`src/rtl/scan_pkg.sv`:
```
// Shared types for the channel scan select generator.
// Channel count, select width and FSM state encoding.
package scan_pkg;

    localparam int NCH   = 8;
    localparam int SEL_W = 3;

    typedef enum logic [1:0] {
        IDLE,
        ACTIVE,
        GAP
    } state_t;

endpackage

```
`src/rtl/next_chan_find.sv`:
```
// Finds the next enabled channel above the current select,
// plus the lowest enabled channel for wrap/start.
module next_chan_find
    import scan_pkg::*;
(
    input  logic [NCH-1:0]   mask,
    input  logic [SEL_W-1:0] cur,
    output logic [SEL_W-1:0] nxt,
    output logic [SEL_W-1:0] low,
    output logic             above,
    output logic             any
);

    // Descending scan: the last hit written is the lowest one.
    always_comb begin
        nxt   = '0;
        low   = '0;
        above = 1'b0;
        any   = |mask;
        for (int i = NCH - 1; i >= 0; i--) begin
            if (mask[i]) begin
                low = SEL_W'(i);
                if (i > int'(cur)) begin
                    nxt   = SEL_W'(i);
                    above = 1'b1;
                end
            end
        end
    end

endmodule

```
`src/rtl/scan_sel_gen.sv`:
```
// Steps a decoder select through enabled mask channels with
// programmable dwell and enable-low blanking between channels.
module scan_sel_gen
    import scan_pkg::*;
#(
    parameter int DWELL_W = 8,
    parameter int BLANK   = 1
) (
    input  logic               clk,
    input  logic               rst,
    input  logic               start,
    input  logic               stop,
    input  logic               cont,
    input  logic [NCH-1:0]     mask,
    input  logic [DWELL_W-1:0] dwell,
    output logic [SEL_W-1:0]   sel,
    output logic               en,
    output logic               busy,
    output logic               done
);

    localparam int GW = (BLANK > 0) ? $clog2(BLANK + 1) : 1;

    state_t             state, state_n;
    logic               cont_q, cont_n;
    logic [DWELL_W-1:0] dcnt, dcnt_n;
    logic [GW-1:0]      gcnt, gcnt_n;
    logic [SEL_W-1:0]   sel_n;
    logic               en_n, busy_n, done_n;
    logic               adv;

    logic [SEL_W-1:0]   nxt, low;
    logic               above, any;

    next_chan_find u_find (
        .mask  (mask),
        .cur   (sel),
        .nxt   (nxt),
        .low   (low),
        .above (above),
        .any   (any)
    );

    // A zero dwell still gives one active cycle.
    function automatic logic [DWELL_W-1:0] dload(
        input logic [DWELL_W-1:0] d
    );
        return (d == '0) ? DWELL_W'(1) : d;
    endfunction

    always_comb begin
        state_n = state;
        cont_n  = cont_q;
        dcnt_n  = dcnt;
        gcnt_n  = gcnt;
        sel_n   = sel;
        done_n  = 1'b0;
        adv     = 1'b0;
        unique case (state)
            IDLE: begin
                if (start && !stop && any) begin
                    state_n = ACTIVE;
                    sel_n   = low;
                    cont_n  = cont;
                    dcnt_n  = dload(dwell);
                end
            end
            ACTIVE: begin
                if (stop) begin
                    state_n = IDLE;
                end else if (dcnt <= DWELL_W'(1)) begin
                    if (BLANK > 0) begin
                        state_n = GAP;
                        gcnt_n  = GW'(BLANK);
                    end else begin
                        adv = 1'b1;
                    end
                end else begin
                    dcnt_n = dcnt - DWELL_W'(1);
                end
            end
            GAP: begin
                if (stop) begin
                    state_n = IDLE;
                end else if (gcnt <= GW'(1)) begin
                    adv = 1'b1;
                end else begin
                    gcnt_n = gcnt - GW'(1);
                end
            end
            default: state_n = IDLE;
        endcase
        // Mask is sampled live at the advance point.
        if (adv) begin
            if (above) begin
                state_n = ACTIVE;
                sel_n   = nxt;
                dcnt_n  = dload(dwell);
            end else if (any && cont_q) begin
                state_n = ACTIVE;
                sel_n   = low;
                dcnt_n  = dload(dwell);
            end else begin
                state_n = IDLE;
                done_n  = 1'b1;
            end
        end
        en_n   = (state_n == ACTIVE);
        busy_n = (state_n != IDLE);
    end

    always_ff @(posedge clk) begin
        if (rst) begin
            state  <= IDLE;
            cont_q <= 1'b0;
            dcnt   <= '0;
            gcnt   <= '0;
            sel    <= '0;
            en     <= 1'b0;
            busy   <= 1'b0;
            done   <= 1'b0;
        end else begin
            state  <= state_n;
            cont_q <= cont_n;
            dcnt   <= dcnt_n;
            gcnt   <= gcnt_n;
            sel    <= sel_n;
            en     <= en_n;
            busy   <= busy_n;
            done   <= done_n;
        end
    end

endmodule

```
`config.mk`:
```
export PLATFORM = sky130hd
export DESIGN_NAME = scan_sel_gen
export DESIGN_NICKNAME = d
export VERILOG_FILES = /design/src/rtl/scan_pkg.sv /design/src/rtl/next_chan_find.sv /design/src/rtl/scan_sel_gen.sv
export SDC_FILE = /design/constraint.sdc
export NUM_CORES = 1
export LEC_CHECK = 0
export CORE_AREA = 2 2 54 56
export CTS_CLUSTER_SIZE = 16
export DETAILED_ROUTE_END_ITERATION = 8
export DIE_AREA = 0 0 56 58
export GPL_TIMING_DRIVEN = 1
export PLACE_DENSITY = 0.87
export SLEW_MARGIN = 15
export SYNTH_ARGS = -nofsm -noshare
export SYNTH_HDL_FRONTEND = slang
export SYNTH_SLANG_ARGS = --single-unit
```
`constraint.sdc`:
```
create_clock -name clk -period 2.3 [get_ports clk]
set_input_delay 0.46 -clock clk [delete_from_list [all_inputs] [get_ports clk]]
set_output_delay 0.46 -clock clk [all_outputs]
set_load 0.02 [all_outputs]
```
==> results of run 1 <==
logic make-up after synthesis:
family | Yosys count
adder cells (fa/ha/maj) | 2
flip-flops | 17
buffers and inverters | 14
AND/OR/NAND/NOR | 65
AO/OA/AOI/OAI | 59
multiplexers | 3
area by class of cell:
type                            count  area [sq um]
Clock inverter                      1          5.00
Sequential cell                    17           340
Inverter                            8          30.0
Multi-Input combinational cell    129           866
Fill cell                         244           905
Timing Repair Buffer               52           455
Clock buffer                        3          22.5
Tap cell                           31          38.8
registers in the layout (all words and copies together), names as in the netlist:
name,flops
busy,1
cont_q,1
dcnt,8
done,1
en,1
sel,3
state,2
how the worst max path moves through the flow:
stage | endpoint | slack (ps) | cells after the start
3_3_place_gp | dcnt[6] | -140 | 6
6_report | sel[1] | 110 | 7
5_1_grt | sel[1] | 0.9 | 8
4_1_cts | dcnt[6] | 60 | 6
2_1_floorplan | sel[1] | 250 | 7
3_5_place_dp | sel[1] | -200 | 8
critical path, delay by kind of cell:
kind            cells  cell delay (ps)
compound gates      4              800
simple gates        1              550
buf+inv             1              480
mux                 1              140
power by group through the flow:
stage / Combinational [mW] / Sequential [mW] / Clock (mW)
global placement: 0.248 / 0.337 / 0
global route: 0.286 / 0.336 / 0.181
finish: 0.264 / 0.333 / 0.171
floorplan: 0.141 / 0.338 / 0
CTS: 0.261 / 0.333 / 0.170
detailed placement: 0.259 / 0.339 / 0
metal layers:
layer / track usage (%) / vias up / routed length (um)
met1: 28.6 / 673 / 1570
met2: 41.8 / 54 / 1820
met5: 0 / - / 0
met4: 11.9 / 0 / 83
li1: - / 698 / -
met3: 4.46 / 9 / 241
cells in the final DEF (no fill, tap or decap), types with 2 or more instances in the layout:
cell	count
nor2_1	17
nand2b_1	2
clkbuf_4	3
nor4_1	3
or4_1	2
nand3_1	5
a21oi_1	11
o21ai_1	4
ha_1	2
a31oi_1	5
a22o_1	7
clkdlybuf4s50_1	26
nand2_1	12
mux2i_1	3
buf_4	26
o21ai_0	9
o31ai_1	3
a21boi_0	3
nor2b_1	5
nor3_1	4
or2_2	2
a211oi_1	2
dfxtp_1	17
inv_1	7
what timing repair did:
| item | CTS | global route |
|---|---|---|
| setup endpoints to repair | 0 | 8 |
| resized for setup | 0 | 2 |
| hold buffers | 0 | 0 |
metrics by stage:
stage	hold slack, ps	area [sq um]	power (mW)
after floorplan	484	1260	0.479
after global placement	519	1730	0.585
after detailed placement	526	1730	0.598
after CTS	547	1760	0.764
after global routing	581	1760	0.804
final	553	1760	0.768
==> run metrics, run 1 <==
outcome=completed; R2R cell count=6; DRT Pass-1 Iters=4; synthesized cell area=0.00126 sq mm; initial core utilization=47.5%; number of post-CTS setup repair buffers=0; # diodes=0; VDD IR-drop max=0.291 mV; CTS tree=built; first-pass GRT wire length=6.18 mm; post-route setup slack=110 ps; asr flop ratio synth=0%; Area contributors post-synth=dfxtp_1, nor2_1, a22o_1; switch share=33.5%; Die Span Y=58 um; commonest register cell after synthesis=dfxtp_1; Worst Min Path Start=dcnt[7]; Clock Root Buffer=clkbuf_4; Syn Area/Cell=7.90 sq um; EDFF count, synth=0; clock period minus final worst setup slack=2190 ps; Critical-path top delay cell=or4b_1; adder-cell share of the synthesized area=1.98%; R2R Setup Slk=230 ps; Synth area leader=dfxtp_1; initial DRC count=85; clock skew=8.94 ps; Placer Congestion=0.841; Layout area overhead=39.1%; clock buffer depth=2; Worst Hold End=dcnt[7]; core area=0.00266 sq mm; Die Footprint=0.00325 sq mm; GRT Total Usage=24.1%; Synth Area in XOR/XNOR=0%; Crit Reg-Reg Startpoint=dcnt[6]; Worst Setup SP=stop; DR vias/cell=5.95; unrepaired setup endpoints after global routing=no; Mapped Nets=183; top cell type's share of synthesized area=26.9%; Die W=56 um; vias in the first global route=1386; number of CTS-inserted buffers=3; pre-CTS WS=-199 ps; detailed-placement wirelength estimate=2.95 mm; Int Power=0.511 mW; worst flop-to-flop path endpoint=dcnt[5]; power density cells=437 mW/mm^2; post-synthesis simple-gate area fraction=29.1%; Synth warnings=0; # IOs=27; CTS clk-pin slew, worst paths=110 ps; DR WL/cell=15.4 um; max_cap viols=0; largest net degree at the start of global routing=13; share of cells above drive strength 1=21.4%; IO buf count=26; Compound-Gate Fraction of Synth Area=35.0%; DR vias=1434; Comb pwr share=34.4%; Slew Viols, Final=0; Placed Cells incl. Taps=237; worst-margin pin slew=528 ps; row cnt=19; FF+latch count, synth=17; Static Leak=0.708 nW; setup_tns=0 ps; final period utilization=95.2%; Final Setup Violations=0; critical path peak fanout=4; switching power=0.257 mW; total grt overflow=0; final cell count without fillers=241; Final Hold Violating Endpoints=0; DRC viols=0; Hold Crit Class=reg -> reg; clk_lat worst skew=310 ps; hold depth=2; Antenna Nets Post-Route=0; cells after synthesis=160; Worst path max stage delay=550 ps; CTS sink count=17; Clk pwr share=22.2%; Fmax=457 MHz; CTS H-Tree Depth=1; Commonest cells post-synth=dfxtp_1, nor2_1, nand2_1, a21oi_1, o21ai_0; CP Cell Sequence=clkdlybuf4s50_1 -> or4b_1 -> a21o_1 -> a21boi_0 -> mux2i_1 -> o221a_2 -> a211oi_2; Setup Crit Path Kind=in -> reg; post-synthesis mux area share=2.38%; Worst setup EP type=flop; largest family of logic cells by synthesized area=compound AO/OA/AOI/OAI gates; worst path arrival time=2420 ps; Crit path required time=2530 ps; initial antenna violation count=0; Final Core Density=66.0%; nets=234; post-synthesis sequential area ratio=26.9%; Seq pwr share=43.4%; Slew headroom=64.7%; Distinct cells, synth=52; Total Routed Length=3.72 mm; CP Launch Type=primary input
(Power assumes the default switching activity.)
==> run 2: changes to the inputs <==
--- a/config.mk
+++ b/config.mk
@@ -15,3 +15,4 @@
 export SYNTH_ARGS = -nofsm -noshare
 export SYNTH_HDL_FRONTEND = slang
 export SYNTH_SLANG_ARGS = --single-unit
+export TNS_END_PERCENT = 5
==> constraint.sdc (replaced) <==
create_clock -name clk -period 2.6 [get_ports clk]
set_input_delay 0.52 -clock clk [delete_from_list [all_inputs] [get_ports clk]]
set_output_delay 0.52 -clock clk [all_outputs]
set_load 0.02 [all_outputs]
==> run 2 against run 1 <==
Hold slack improved by 28 ps. Routed wire length decreased by 10%. Die area unchanged. Global-route usage decreased by 3.5 points. Sequential share of layout area increased by 1.2 points. Setup slack improved by 230 ps. Total power decreased by 15%. Non-clock buffer count decreased by 14. Final area decreased by 6.1%. Clock skew decreased by 7.9 ps. First-iteration DRC count decreased by 18%.
==> run metrics, run 2 (same netlist as run 1, synthesis figures left out) <==
outcome=completed; DRC viols=0 (unchanged); clk_lat worst skew=290 ps (-20 ps); power density cells=396 mW/mm^2 (-9.3%); Placer Congestion=0.946 (+13%); CTS clk-pin slew, worst paths=100 ps (about the same); initial core utilization=47.5% (unchanged); Slew headroom=59.2% (-5.5 points); nets=220 (-6.0%); Clock Root Buffer=clkbuf_4; Layout area overhead=30.7%; Antenna Nets Post-Route=0 (unchanged); Die Span Y=58 um (unchanged); Clk pwr share=22.4% (+0.2 points); CTS sink count=17 (unchanged); critical path peak fanout=4 (unchanged); Total Routed Length=3.35 mm (-10%); most frequent cells in the layout=clkdlybuf4s50_1, nor2_1, dfxtp_1, nand2_1, buf_4; Largest Register=dcnt; Int Power=0.440 mW (-14%); final period utilization=86.9%; Final Core Density=62.0% (-4.0 points); clock period minus final worst setup slack=2260 ps; CP Launch Type=primary input; Worst setup EP type=flop; Hold Crit Class=reg -> reg; number of CTS-inserted buffers=3 (unchanged); Final Setup Violations=0 (unchanged); vias in the first global route=1271 (-8.3%); CTS tree=built; post-route setup slack=340 ps (+230 ps); DR vias=1377 (-4.0%); first-pass GRT wire length=5.40 mm (-13%); VDD IR-drop max=0.230 mV (-21%); GRT Total Usage=20.6% (-3.5 points); CTS H-Tree Depth=1 (unchanged); Fmax=442 MHz; final cell count without fillers=227 (-5.8%); max_cap viols=0 (unchanged); unrepaired setup endpoints after global routing=no; Static Leak=0.636 nW (-10%); switching power=0.215 mW (-16%); Slew Viols, Final=0 (unchanged); Seq pwr share=45.0% (+1.6 points); CTS Hold Bufs=0 (unchanged); max reg flops=8 (unchanged); number of post-CTS setup repair buffers=0 (unchanged); CTS-repair resized insts=0 (unchanged); Die W=56 um (unchanged); Final Hold Violating Endpoints=0 (unchanged); core area=0.00266 sq mm (unchanged); detailed-placement wirelength estimate=2.66 mm (-9.6%); initial antenna violation count=0 (unchanged); pre-CTS WS=50.7 ps (+250 ps); total grt overflow=0 (unchanged); initial DRC count=70 (-18%); Placed Cells incl. Taps=223 (-5.9%); switch share=32.8% (-0.67 points); DR vias/cell=6.07 (+1.9%); largest net degree at the start of global routing=13 (unchanged); share of cells above drive strength 1=15.3% (-6.1 points); clock buffer depth=2 (unchanged); biggest regs=dcnt: 8 flops, sel: 3 flops, state: 2 flops; Comb pwr share=32.5% (-1.9 points); row cnt=19 (unchanged); worst path arrival time=2480 ps (+60 ps); worst-margin pin slew=607 ps (+78.6 ps); DRT Pass-1 Iters=4 (unchanged); clock skew=1.06 ps (-7.88 ps); commonest non-fill, non-tap cell in the layout=clkdlybuf4s50_1; setup_tns=0 ps (unchanged); Pwr Total=0.655 mW (-15%); area of the multi-input gates=866 sq um (unchanged); # IOs=27 (unchanged); Die Footprint=0.00325 sq mm (unchanged); fill count=254 (+4.1%); # diodes=0 (unchanged); Crit path required time=2820 ps (+290 ps); DR WL/cell=14.7 um (-4.5%); FF+latch area=340 sq um (unchanged); Setup Crit Path Kind=in -> reg; IO buf count=26 (unchanged)
## run 2: layout make-up
type / count / area share [%]
clock buffers: 4 / 1.59
inverters: 8 / 1.82
flip-flops and latches: 17 / 20.6
well taps: 31 / 2.35
multi-input cells: 129 / 52.4
repair buffers: 38 / 21.2
## run 2: metal layers
metal | routed length (um) | track usage [%] | vias to the layer above
met5 | 0 | 0 | -
met4 | 27 | 8.16 | 0
met3 | 166 | 2.90 | 2
met2 | 1660 | 36.0 | 61
met1 | 1490 | 25.7 | 644
li1 | - | - | 670
## run 2: path summary, 6_finish.rpt
kind | end | slack [ps] | cells after the start | startpoint
max | sel[1] | 340 | 7 | stop
max reg2reg | dcnt[7] | 530 | 7 | sel[2]
min reg2reg | dcnt[7] | 580 | 2 | dcnt[7]
min | dcnt[7] | 580 | 2 | dcnt[7]
## run 2: through the flow
| stage | hold WS [ps] | instance area, sq um |
|---|---|---|
| 5_1_grt | 579 | 1650 |
| 6_report | 581 | 1650 |
| 3_3_place_gp | 517 | 1630 |
| 2_1_floorplan | 484 | 1260 |
| 3_5_place_dp | 555 | 1630 |
| 4_1_cts | 579 | 1650 |
## run 2: critical path: stages
cell	delay, ps
clkdlybuf4s50_1	470
or4b_1	560
a21o_1	190
a21boi_0	140
mux2i_1	140
o221a_2	280
a211oi_2	190
## run 2: power groups by stage
stage                     clock [mW]  sequential [mW]  combinational, mW
after detailed placement           0            0.300              0.209
after CTS                      0.147            0.294              0.210
after global routing           0.159            0.297              0.231
after floorplan                    0            0.299              0.125
after global placement             0            0.299              0.203
final                          0.147            0.295              0.213
